## config.mk

```make
export PLATFORM = sky130hd
export DESIGN_NAME = serial_subtract_ctrl
export DESIGN_NICKNAME = d
export VERILOG_FILES = /design/src/rtl/serial_subtract_ctrl.sv
export SDC_FILE = /design/constraint.sdc
export NUM_CORES = 1
export LEC_CHECK = 0
export CELL_PAD_IN_SITES_DETAIL_PLACEMENT = 2
export CELL_PAD_IN_SITES_GLOBAL_PLACEMENT = 2
export CORE_UTILIZATION = 33
export DETAILED_ROUTE_END_ITERATION = 10
export GPL_TIMING_DRIVEN = 0
export HOLD_SLACK_MARGIN = 0.06
export PLACE_DENSITY = 0.88
export SKIP_CTS_REPAIR_TIMING = 1
export SYNTH_ARGS = -nofsm -noshare
export SYNTH_HDL_FRONTEND = slang
export SYNTH_SLANG_ARGS = --single-unit
```

## constraint.sdc

```tcl
create_clock -name clk -period 2 [get_ports clk]
set_input_delay 0.4 -clock clk [delete_from_list [all_inputs] [get_ports clk]]
set_output_delay 0.4 -clock clk [all_outputs]
set_load 0.01 [all_outputs]
```

## src/rtl/serial_subtract_ctrl.sv

```systemverilog
// Bit-serial WIDTH-bit subtractor: computes a - b one bit per cycle, LSB first,
// using two half-subtractor stages and a registered borrow, with start/busy/done handshake.
module serial_subtract_ctrl #(
    parameter int WIDTH = 8
) (
    input  logic             clk,
    input  logic             rst,
    input  logic             start,
    input  logic [WIDTH-1:0] a,
    input  logic [WIDTH-1:0] b,
    output logic             busy,
    output logic             done,
    output logic [WIDTH-1:0] diff,
    output logic             borrow,
    output logic             zero,
    output logic [1:0]       dbg_state
);

    // Handshake: start is honoured only in IDLE (busy=0); the accepting edge captures
    // a and b. busy stays high from that edge through the one-cycle done pulse.
    localparam int CW = $clog2(WIDTH + 1);
    localparam logic [CW-1:0] LAST = CW'(WIDTH - 1);

    typedef enum logic [1:0] {
        S_IDLE = 2'd0,
        S_RUN  = 2'd1,
        S_DONE = 2'd2
    } state_t;

    state_t           r_state;
    logic [WIDTH-1:0] r_sa;
    logic [WIDTH-1:0] r_sb;
    logic [WIDTH-1:0] r_sr;
    logic [CW-1:0]    r_cnt;
    logic             r_br;

    logic             w_d1;
    logic             w_b1;
    logic             w_dbit;
    logic             w_b2;
    logic             w_br_next;
    logic [WIDTH:0]   w_sr_cat;
    logic [WIDTH-1:0] w_sr_next;

    assign w_d1      = r_sa[0] ^ r_sb[0];
    assign w_b1      = ~r_sa[0] & r_sb[0];
    assign w_dbit    = w_d1 ^ r_br;
    assign w_b2      = ~w_d1 & r_br;
    assign w_br_next = w_b1 | w_b2;

    // Concatenate-then-slice keeps the shift legal when WIDTH is 1.
    assign w_sr_cat  = {w_dbit, r_sr};
    assign w_sr_next = w_sr_cat[WIDTH:1];

    assign dbg_state = r_state;

    always_ff @(posedge clk or posedge rst) begin
        if (rst) begin
            r_state <= S_IDLE;
            r_sa    <= '0;
            r_sb    <= '0;
            r_sr    <= '0;
            r_cnt   <= '0;
            r_br    <= 1'b0;
            busy    <= 1'b0;
            done    <= 1'b0;
            diff    <= '0;
            borrow  <= 1'b0;
            zero    <= 1'b0;
        end else begin
            case (r_state)
                S_IDLE: begin
                    done <= 1'b0;
                    if (start) begin
                        r_sa    <= a;
                        r_sb    <= b;
                        r_br    <= 1'b0;
                        r_cnt   <= '0;
                        busy    <= 1'b1;
                        r_state <= S_RUN;
                    end
                end
                S_RUN: begin
                    r_br  <= w_br_next;
                    r_sr  <= w_sr_next;
                    r_sa  <= r_sa >> 1;
                    r_sb  <= r_sb >> 1;
                    r_cnt <= r_cnt + 1'b1;
                    if (r_cnt == LAST) begin
                        diff    <= w_sr_next;
                        borrow  <= w_br_next;
                        zero    <= (w_sr_next == '0);
                        done    <= 1'b1;
                        r_state <= S_DONE;
                    end
                end
                S_DONE: begin
                    done    <= 1'b0;
                    busy    <= 1'b0;
                    r_state <= S_IDLE;
                end
                default: begin
                    done    <= 1'b0;
                    busy    <= 1'b0;
                    r_state <= S_IDLE;
                end
            endcase
        end
    end

endmodule

```

# Word level (Yosys, flattened, before mapping)
# Cells that the tools add are included.
# classes
order_cmp	0
bitwise	8
mul	0
div_mod_pow	0
add_sub_neg	1
mux	15
n_reduce_logical	7
shift	0
eq_ne	4
# ops
operator	n
one-hot mux 8 bit (2 select lines)	2
two-way mux 8 bit	2
logical NOT 8 bit	1
one-hot mux 4 bit (2 select lines)	1
AND reduction 2 bit	4
adder 4 x 1 -> 4 bit, second input constant	1
== test 4 x 3 -> 1 bit, second input constant	1
two-way mux 1 bit	4
two-way mux 2 bit	2
two-way mux 4 bit	1
!= test 2 bit, second input constant	2
one-hot mux 1 bit (2 select lines)	2
one-hot mux 2 bit (2 select lines)	1
NOT 1 bit	3
bitwise AND 1 bit	2
== test 2 x 1 -> 1 bit, second input constant	1
logical NOT 2 bit	1
nonzero test 2 bit	1
XOR 1 bit	2
bitwise OR 1 bit	1
# totals
elab_cells	46
ramBits	0
mem_bits_ro	0
regBits	43
latch_bits	0
memories	0

# Longest topological paths before layout
# Gate-level depths: netlist of the first run.
# depth
word_depth	5
ltp_mapped	5
ltp_nobuf	5

# Worst setup path before layout of the first run
# No wires, ideal clock.
# synth_timing
path_type	register -> register
startpoint	register r_cnt[0]
endpoint	register diff[0]
path_stages_with_launch	6
path_buffers	1
t_arrival_ns	1.366
path_slack_ns	0.509
period_less_slack_ns	1.491
path_cell_list	dfrtp_1 > ha_1 > and3b_4 > and2_4 > buf_6 > mux2_4
# synth_via
elab_chain_cells	2
# synth_rtl
item	line_no	source
start: declaration	34	logic [CW-1:0] r_cnt;
start signal: assignment	88	r_cnt <= r_cnt + 1'b1;
== test 4 x 3 -> 1 bit	89	if (r_cnt == LAST) begin
AND reduction 2 bit (no line)	n/a	
end signal: assignment	90	diff <= w_sr_next;
end: declaration	13	output logic [WIDTH-1:0] diff,
# Every way passes these cells.
# A chain may end at the register's enable or synchronous reset.

# Worst setup path in the final report of the first run
# layout_timing
startpoint	register r_state[0] (netlist: dbg_state[0])
endpoint	output port dbg_state[0]
# layout_lines
item	line_no	source
start: declaration	30	state_t r_state;
start signal: assignment	59	r_state <= S_IDLE;
start signal: assignment	80	r_state <= S_RUN;
start signal: assignment	94	r_state <= S_DONE;
end: declaration	16	output logic [1:0] dbg_state
# No word-level cell between the ends.

==> metrics.cfg, run 1 <==
[synth]
ys_seq_area_share_pct = 57.1
synth_seq_cells = 42
netlist_area_um2 = 1840
yosysWarnings = 0
synthCells = 173
synth.avg_cell_area_um2 = 10.6
ys_types = 27
syn_nets = 194

[setup_path]
critPathTopFamily = buffers and inverters
path_class = reg2out
r2r_slack_ns = 0.37
cp-start-kind = flip-flop
r2r_end = diff[1]
max_stage_delay_ns = 0.56
r2r_start = r_cnt[0]
critical_path.slowest_cell = clkdlybuf4s50_1
path_cells = clkdlybuf4s50_1
cp_num_buf_inv = 1
crit_required_ns = 1.60
cp.arrival_ns = 1.27
ff2ff_path_depth = 5
critPathMaxFanout = 5
critPathCaptureType = output pin

[timing]
worst_slew_pin_slew_ns = 0.883
max_freq_mhz = 598
setup_tns_ns = 0
min_period_over_period_pct = 83.6
setup-violations-final = 0
layout_min_cycle_time_ns = 1.67
rsz0062_at_grt = no
finalHoldViolations = 0
final.setup_skew_ns = 0.00410
maxSlewHeadroom_pct = 41.1
hold_ws_ns = 0.485
slew_violations = 0

[clocking]
tritoncts = done
clock_latency_ns = 0.29
htreeDepth = 2
cts_made_buffers = 5
clock_sinks = 42
clkTransAtPathRegs_ns = 0.08
cts.path.max_buffers = 2
cts_root_buf = clkbuf_8

[power]
swShare_pct = 37.0
leakagePower_nw = 1.08
clock_power_share_pct = 15.6
power_switching_mw = 1.31
power_frac_seq_pct = 42.0
ir_worst_vdd_v = 0.000577
pwr-share-comb_pct = 42.4
intPower_mw = 2.23
powerDensity_nw_per_um2 = 1520

[hold_path]
min_path_type = reg2reg
hold_depth = 2
holdPathEnd = r_br
min-delay-start = r_br

[placed_design]
io_buffers = 32
dp_cells = 275
dpl-instance-area_um2 = 2250
gp_congestion = 0.698
hpwl_um = 3260

[cells_and_area]
areaGrowthSynthToFinish_pct = 26.6
nets = 233
num_antenna_cells = 0
layout.cells.non_filler = 281
final_util_pct = 44.5
drive_above_1_share_pct = 10.9
final_area_um2 = 2330
fill_cells = 567

[floorplan]
rows = 26
core_um2 = 5240
io_pins = 33
dieArea_um2 = 5880
die-height_um = 76.7
die_w_um = 76.7
start_util_pct = 35.1

[grt]
grt_usage_pct = 17.3
antenna_found_initial = 0
grt_pass1_vias = 1605
grt-ovfl-total = 0
grt_pass1_wl_um = 7870
grt_max_degree = 43

[drt]
drc = 0
ant_nets = 0
vias_per_cell = 4.98
wl_um = 4530
drtIter0Drc = 53
drt-pass1-iter-count = 3
dr_total_vias = 1400
wire_per_inst_um = 16.1

[outcome]
outcome = completed

[flow_run]
drv_cap = 0

## cells in the final DEF, fill, tap and decap left out, types with 5 or more instances in the layout
cell	Yosys	routed
dfrtp_1	42	42
nand2_1	38	38
clkdlybuf4s50_1	0	32
o21ai_0	17	17
a21oi_1	13	13
and3b_1	10	10
mux2_4	7	7
clkbuf_8	0	6
buf_2	5	5
## stage by stage
stage                     worst slack (ns)  power (mW)
after floorplan                      0.509        2.40
after global placement              -0.294        2.93
after detailed placement             0.183        3.04
after CTS                            0.307        3.61
after global routing                 0.259        3.84
final                                0.328        3.54
## logic make-up after synthesis
| kind of cell | count (synthesis) | share of synthesized area (%) |
|---|---|---|
| compound gates | 39 | 12.1 |
| mux | 9 | 6.87 |
| flops | 42 | 57.1 |
| simple gates | 66 | 18.4 |
| fa+ha+maj | 2 | 1.77 |
| buf+inv | 15 | 3.81 |
## cell type report
class	instances	area, µm²	area share (%)
flip-flops and latches	42	1050	45.1
well taps	70	87.6	3.76
plain buffers	11	55.1	2.36
clock buffers	6	82.6	3.54
multi-input cells	116	719	30.9
inverters	4	15.0	0.644
repair buffers	32	320	13.7
## worst max path at each step
stage	slack (ns)	end	cells past startpoint	startpoint
after global placement	-0.29	r_sb[5]	2	rst
after detailed placement	0.18	r_sa[3]	5	start
after global routing	0.26	r_sb[5]	4	dbg_state[0]
after floorplan	0.51	diff[0]	5	r_cnt[0]
after CTS	0.31	dbg_state[0]	1	dbg_state[0]
final	0.33	dbg_state[0]	1	dbg_state[0]
## flip-flops by register name, indices dropped and copies added (netlist names)
signal and cells:
r_cnt 4, dbg_state 2, busy 1, zero 1
diff 8, r_br 1, r_sr 7, done 1
r_sb 8, borrow 1, r_sa 8
## synth_stat cells, drive strengths merged
cell type,instances,area share (%)
mux2,8,6.3
nor4,2,0.68
nand4,1,0.34
nor2b,3,1.0
nor2,4,0.82
ha,1,0.68
fa,1,1.1
a21oi,13,3.5
dfrtp,42,57
buf,7,2.2
and3b,11,5.4
or3,1,0.34
o21ai,17,4.6
a22o,4,1.9
a22oi,4,1.6
inv,4,0.82
o21bai,1,0.41
nand3,3,0.82
and2,1,0.48
nand2,38,7.8
nand2b,2,0.68
clkbuf,4,0.82
mux2i,1,0.54
## routing by layer
metal	part of all wire [%]	global-route usage (%)
met1	42	20.7
met2	53	30.3
met3	3.4	3.33
met4	1.7	6.92
met5	0	0
## power groups by stage
| stage | Combinational, mW | Clock [mW] | Sequential (mW) |
|---|---|---|---|
| after CTS | 1.54 | 0.565 | 1.50 |
| after floorplan | 0.914 | 0 | 1.48 |
| final | 1.50 | 0.553 | 1.49 |
| after global placement | 1.46 | 0 | 1.47 |
| after detailed placement | 1.53 | 0 | 1.51 |
| after global routing | 1.70 | 0.596 | 1.54 |
No activity file was read; power rests on OpenSTA's default activity.
==> inputs of run 2 (changes only) <==
- clock period: 2 -> 1.6 ns (I/O delays scaled with it)
==> run 2 against run 1 <==
Effect of this change: via count up 1.4%; critical path type unchanged; setup slack worse by 0.28 ns; first-iteration DRC count down 23%; clock skew about the same; die area unchanged; combinational power up 28%; hold slack about the same.
==> metrics.cfg, run 2 (synthesis gave the netlist of run 1 again) <==
[timing]
min_period_over_period_pct = 96.8
rsz0062_at_grt = no
finalHoldViolations = 0  ; unchanged
maxSlewHeadroom_pct = 41.2  ; +0.13 points
layout_min_cycle_time_ns = 1.55
hold_ws_ns = 0.485  ; +0.000327 ns
final.setup_skew_ns = 0.00427  ; +0.000167 ns
slew_violations = 0  ; unchanged
worst_slew_pin_slew_ns = 0.881  ; -0.00196 ns
setup-violations-final = 0  ; unchanged
setup_ws_ns = 0.0513  ; -0.276 ns
max_freq_mhz = 646

[floorplan]
io_pins = 33  ; unchanged
die_w_um = 76.7  ; unchanged
die-height_um = 76.7  ; unchanged
rows = 26  ; unchanged
dieArea_um2 = 5880  ; unchanged
start_util_pct = 35.1  ; unchanged
core_um2 = 5240  ; unchanged

[setup_path]
crit_end = dbg_state[1]
crit_required_ns = 1.28  ; -0.32 ns
critPathCaptureType = output pin
critPathTopFamily = buffers and inverters
ff2ff_path_depth = 5  ; unchanged
critPathMaxFanout = 3  ; -2
r2r_start = r_cnt[0]
path_class = reg2out
cp.depth = 1  ; unchanged
cp-start-kind = flip-flop
cp_num_buf_inv = 1  ; unchanged
path_cells = clkdlybuf4s50_1
cp.arrival_ns = 1.23  ; -0.04 ns
r2r_slack_ns = 0.07  ; -0.30 ns
r2r_end = diff[1]
max_stage_delay_ns = 0.55  ; about the same
critical_path.slowest_cell = clkdlybuf4s50_1
crit_path_start = dbg_state[1]

[power]
powerDensity_nw_per_um2 = 1890  ; +25%
power_switching_mw = 1.65  ; +26%
leakagePower_nw = 1.10  ; +2.3%
swShare_pct = 36.9  ; -0.087 points
clock_power_share_pct = 15.4  ; -0.2 points
intPower_mw = 2.82  ; +27%
pwr-share-comb_pct = 43.0  ; +0.6 points
power_frac_seq_pct = 41.6  ; -0.4 points
ir_worst_vdd_v = 0.000727  ; +26%
finalPower_mw = 4.48  ; +26%

[hold_path]
min_path_type = reg2reg
min-delay-start = r_br

[outcome]
outcome = completed

[cells_and_area]
multi_input_area_um2 = 726  ; +0.87%
fill_cells = 569  ; +0.35%
areaGrowthSynthToFinish_pct = 28.6
drive_above_1_share_pct = 13.6  ; +2.7 points
nets = 235  ; +0.86%
top_regs = diff: 8 flops, r_sa: 8 flops, r_sb: 8 flops
layout_commonest_cell = dfrtp_1
final_util_pct = 45.2  ; +0.67 points
layout.cells.non_filler = 283  ; +0.71%
num_antenna_cells = 0  ; unchanged
area.sequential_um2 = 1050  ; unchanged
mostFrequentLayoutCells = dfrtp_1, nand2_1, clkdlybuf4s50_1

[grt]
antenna_found_initial = 0  ; unchanged
grt-ovfl-total = 0  ; unchanged
grt_pass1_wl_um = 7870  ; unchanged
grt_pass1_vias = 1605  ; unchanged
grt_max_degree = 43  ; unchanged
grt_usage_pct = 17.3  ; unchanged

[drt]
vias_per_cell = 5.02  ; +0.71%
wl_um = 4570  ; +0.84%
drt-pass1-iter-count = 4  ; +1
wire_per_inst_um = 16.1  ; +0.13%
drtIter0Drc = 41  ; -23%
drc = 0  ; unchanged
ant_nets = 0  ; unchanged
dr_total_vias = 1420  ; +1.4%

[placed_design]
io_buffers = 32  ; unchanged
dp_cells = 275  ; unchanged
hpwl_um = 3260  ; unchanged
gp_congestion = 0.698  ; unchanged
pre_cts_slack_ns = -0.137  ; -0.320 ns

[clocking]
tritoncts = done
clkTransAtPathRegs_ns = 0.08  ; about the same
cts.path.max_buffers = 2  ; unchanged
clock_sinks = 42  ; unchanged
cts_root_buf = clkbuf_8
htreeDepth = 2  ; unchanged
clock_latency_ns = 0.29  ; about the same
cts_made_buffers = 5  ; unchanged

[flow_run]
drv_cap = 0  ; unchanged

## run 2: power by group through the flow
stage	clock network [mW]	logic, mW	registers [mW]
global route	0.745	2.18	1.93
global placement	0	1.82	1.84
detailed placement	0	1.91	1.89
finish	0.691	1.92	1.86
floorplan	0	1.14	1.85
CTS	0.707	1.93	1.88
## run 2: final cells by class
cell class,count,share of cell area (%)
Buffer,11,2.80
Clock buffer,6,3.49
Multi-Input combinational cell,116,30.7
Timing Repair Buffer,34,14.3
Tap cell,70,3.70
Inverter,4,0.635
Sequential cell,42,44.4
## run 2: worst min-delay path by stage
stage              end  depth (start not counted)  slack, ns
2_1_floorplan     r_br                          2       0.45
3_3_place_gp   r_sb[1]                          2       0.46
3_5_place_dp      r_br                          2       0.47
4_1_cts           r_br                          2       0.49
5_1_grt        diff[4]                          1       0.53
6_report          r_br                          2       0.49
## run 2: per-layer routing
metal,share of wire (%),track usage (%),wire (µm),up-vias
met1,43,20.7,1960,715
li1,-,-,-,666
met2,52,30.3,2390,31
met3,3.0,3.33,139,8
met4,1.6,6.92,72,0
met5,0,0,0,-
## run 2: metrics by stage
step,instance area (µm²),setup TNS [ns]
floorplan,1840,0
global placement,2250,-26.18
detailed placement,2250,-1.34
CTS,2330,-0.256
global route,2370,0
finish,2370,0
==> inputs of run 3 (changes only) <==
- PLACE_DENSITY: 0.88 -> unset
- PLACE_DENSITY_LB_ADDON: unset -> 0.1
==> run 3 against run 2 <==
Effect of this change: count of clock-buffer cells in the layout stayed put; fmax fell by 1.0%; global-route usage rose by 1.3 points; first-iteration DRC count decreased by 4.9%; clock skew rose by 0.0011 ns; design area is 5.7% higher; sequential share of layout area is 2.4 points lower; combinational power up 14%; via count is 3.5% higher; setup slack worse by 0.016 ns; routed wire length rose by 12%; cell count is 3.5% higher.
==> metrics.cfg, run 3 (synthesis gave the netlist of run 1 again) <==
[clocking]
clock_latency_ns = 0.30  ; about the same
cts.path.max_buffers = 2  ; unchanged
tritoncts = done
htreeDepth = 2  ; unchanged
cts_root_buf = clkbuf_8
clkTransAtPathRegs_ns = 0.09  ; about the same
cts_made_buffers = 5  ; unchanged
clock_sinks = 42  ; unchanged

[timing]
final.setup_skew_ns = 0.00536  ; +0.00109 ns
setup_ws_ns = 0.0354  ; -0.0159 ns
setup_tns_ns = 0  ; unchanged
layout_min_cycle_time_ns = 1.56  ; +0.0159 ns
min_period_over_period_pct = 97.8  ; +0.99 points
finalHoldViolations = 0  ; unchanged
slew_violations = 0  ; unchanged
setup-violations-final = 0  ; unchanged
hold_ws_ns = 0.490  ; +0.00502 ns
worst_slew_pin_slew_ns = 0.903  ; +0.0223 ns
max_freq_mhz = 639  ; -1.0%
maxSlewHeadroom_pct = 39.7  ; -1.5 points

[grt]
met1_usage_pct = 22.2  ; +1.5 points
grt_pass1_wl_um = 8500  ; +8.1%
grt_max_degree = 43  ; unchanged
use_met2_pct = 33.5  ; +3.2 points
antenna_found_initial = 0  ; unchanged
top_usage_layer = met2
grt_pass1_vias = 1644  ; +2.4%
grt-ovfl-total = 0  ; unchanged
grt_usage_pct = 18.6  ; +1.3 points
use_met3_pct = 3.81  ; +0.48 points

[drt]
dr_total_vias = 1469  ; +3.5%
drc = 0  ; unchanged
drt-pass1-iter-count = 4  ; unchanged
wire_per_inst_um = 17.5  ; +8.5%
vias_per_cell = 5.01  ; about the same
wl_um = 5140  ; +12%
ant_nets = 0  ; unchanged
drtIter0Drc = 39  ; -4.9%

[placed_design]
pre_cts_slack_ns = -0.177  ; -0.0398 ns
gp_congestion = 0.750  ; +7.4%
hpwl_um = 3390  ; +3.8%
io_buffers = 32  ; unchanged
dpl-instance-area_um2 = 2250  ; unchanged

[power]
ir_worst_vdd_v = 0.000659  ; -9.4%
powerDensity_nw_per_um2 = 2050  ; +8.3%
leakagePower_nw = 1.17  ; +6.2%

[cells_and_area]
num_antenna_cells = 0  ; unchanged
drive_above_1_share_pct = 18.8  ; +5.2 points
top_regs = diff: 8 flops, r_sa: 8 flops, r_sb: 8 flops
fill_cells = 539  ; -5.3%
mostFrequentLayoutCells = dfrtp_1, nand2_1, clkdlybuf4s50_1
nets = 243  ; +3.4%
final_area_um2 = 2500  ; +5.7%
multi_input_area_um2 = 746  ; +2.8%
areaGrowthSynthToFinish_pct = 35.9
layout_commonest_cell = dfrtp_1
final_util_pct = 47.8  ; +2.6 points
area.sequential_um2 = 1050  ; unchanged

[hold_path]
min-delay-start = r_sa[4]
holdPathEnd = r_sa[4]
hold_depth = 2  ; unchanged
min_path_type = reg2reg

[floorplan]
rows = 26  ; unchanged
dieArea_um2 = 5880  ; unchanged
io_pins = 33  ; unchanged
start_util_pct = 35.1  ; unchanged
die-height_um = 76.7  ; unchanged
die_w_um = 76.7  ; unchanged
core_um2 = 5240  ; unchanged

[setup_path]
r2r_end = diff[6]
critPathCaptureType = output pin
cp.arrival_ns = 1.24  ; about the same
critPathTopFamily = buffers and inverters
crit_required_ns = 1.28  ; about the same
critPathMaxFanout = 3  ; unchanged
cp_num_buf_inv = 1  ; unchanged
r2r_slack_ns = 0.04  ; -0.03 ns
max_stage_delay_ns = 0.55  ; about the same
r2r_start = r_cnt[0]
ff2ff_path_depth = 5  ; unchanged
path_cells = clkdlybuf4s50_1
cp-start-kind = flip-flop
path_class = reg2out
critical_path.slowest_cell = clkdlybuf4s50_1

[flow_run]
drv_cap = 0  ; unchanged

[outcome]
outcome = completed

[run 3: cell count changes in the layout (fill, tap and decap cells not counted)]
cell,previous run,this run
buf_4,2,10
bufinv_16,0,2
buf_12,1,0
buf_8,0,1
fa_1,1,0
fa_2,0,1
nor2b_1,3,2
nor2b_2,0,1
nor4_1,2,1
nor4_4,0,1
o21ai_0,17,16
o21ai_1,0,1
[run 3: power breakdown]
group          internal [mW]  switching, mW  leakage, nW  total [mW]
registers               1.52          0.352        0.537        1.87
logic                   1.10           1.09        0.560        2.19
clock network          0.666          0.398       0.0714        1.06
total                   3.29           1.84         1.17        5.13
[run 3: worst max-delay path by stage]
stage                      start            to  cells after the start
detailed placement         start       r_sb[2]                      5
global placement             rst       r_sb[7]                      2
global route            r_cnt[0]       diff[6]                      5
CTS                      r_sa[0]          zero                      4
finish              dbg_state[1]  dbg_state[1]                      1
floorplan               r_cnt[0]       diff[0]                      5
[run 3: through the flow]
stage	total power, mW	cells
after floorplan	3.00	173
final	5.13	293
after global placement	3.68	275
after CTS	4.90	283
after global routing	5.51	293
after detailed placement	3.82	275
[run 3: cell type report]
cell class	instances	share of cell area [%]
repair buffers	42	15.9
inverters	4	0.600
clock inverters	2	2.40
well taps	70	3.50
clock buffers	6	3.30
flip-flops and latches	42	42.0
multi-input cells	116	29.8
plain buffers	11	2.45
[run 3: routing by layer]
| layer | share of wire [%] | wire length [µm] |
|---|---|---|
| met1 | 42 | 2170 |
| met2 | 54 | 2760 |
| met3 | 3.2 | 164 |
| met4 | 0.76 | 39 |
| met5 | 0 | 0 |
[run 3: tightest hold or removal path: stages, from the launching register on]
cell and delay, ns:
dfrtp_1 0.35, nand2_1 0.05, o21ai_0 0.06
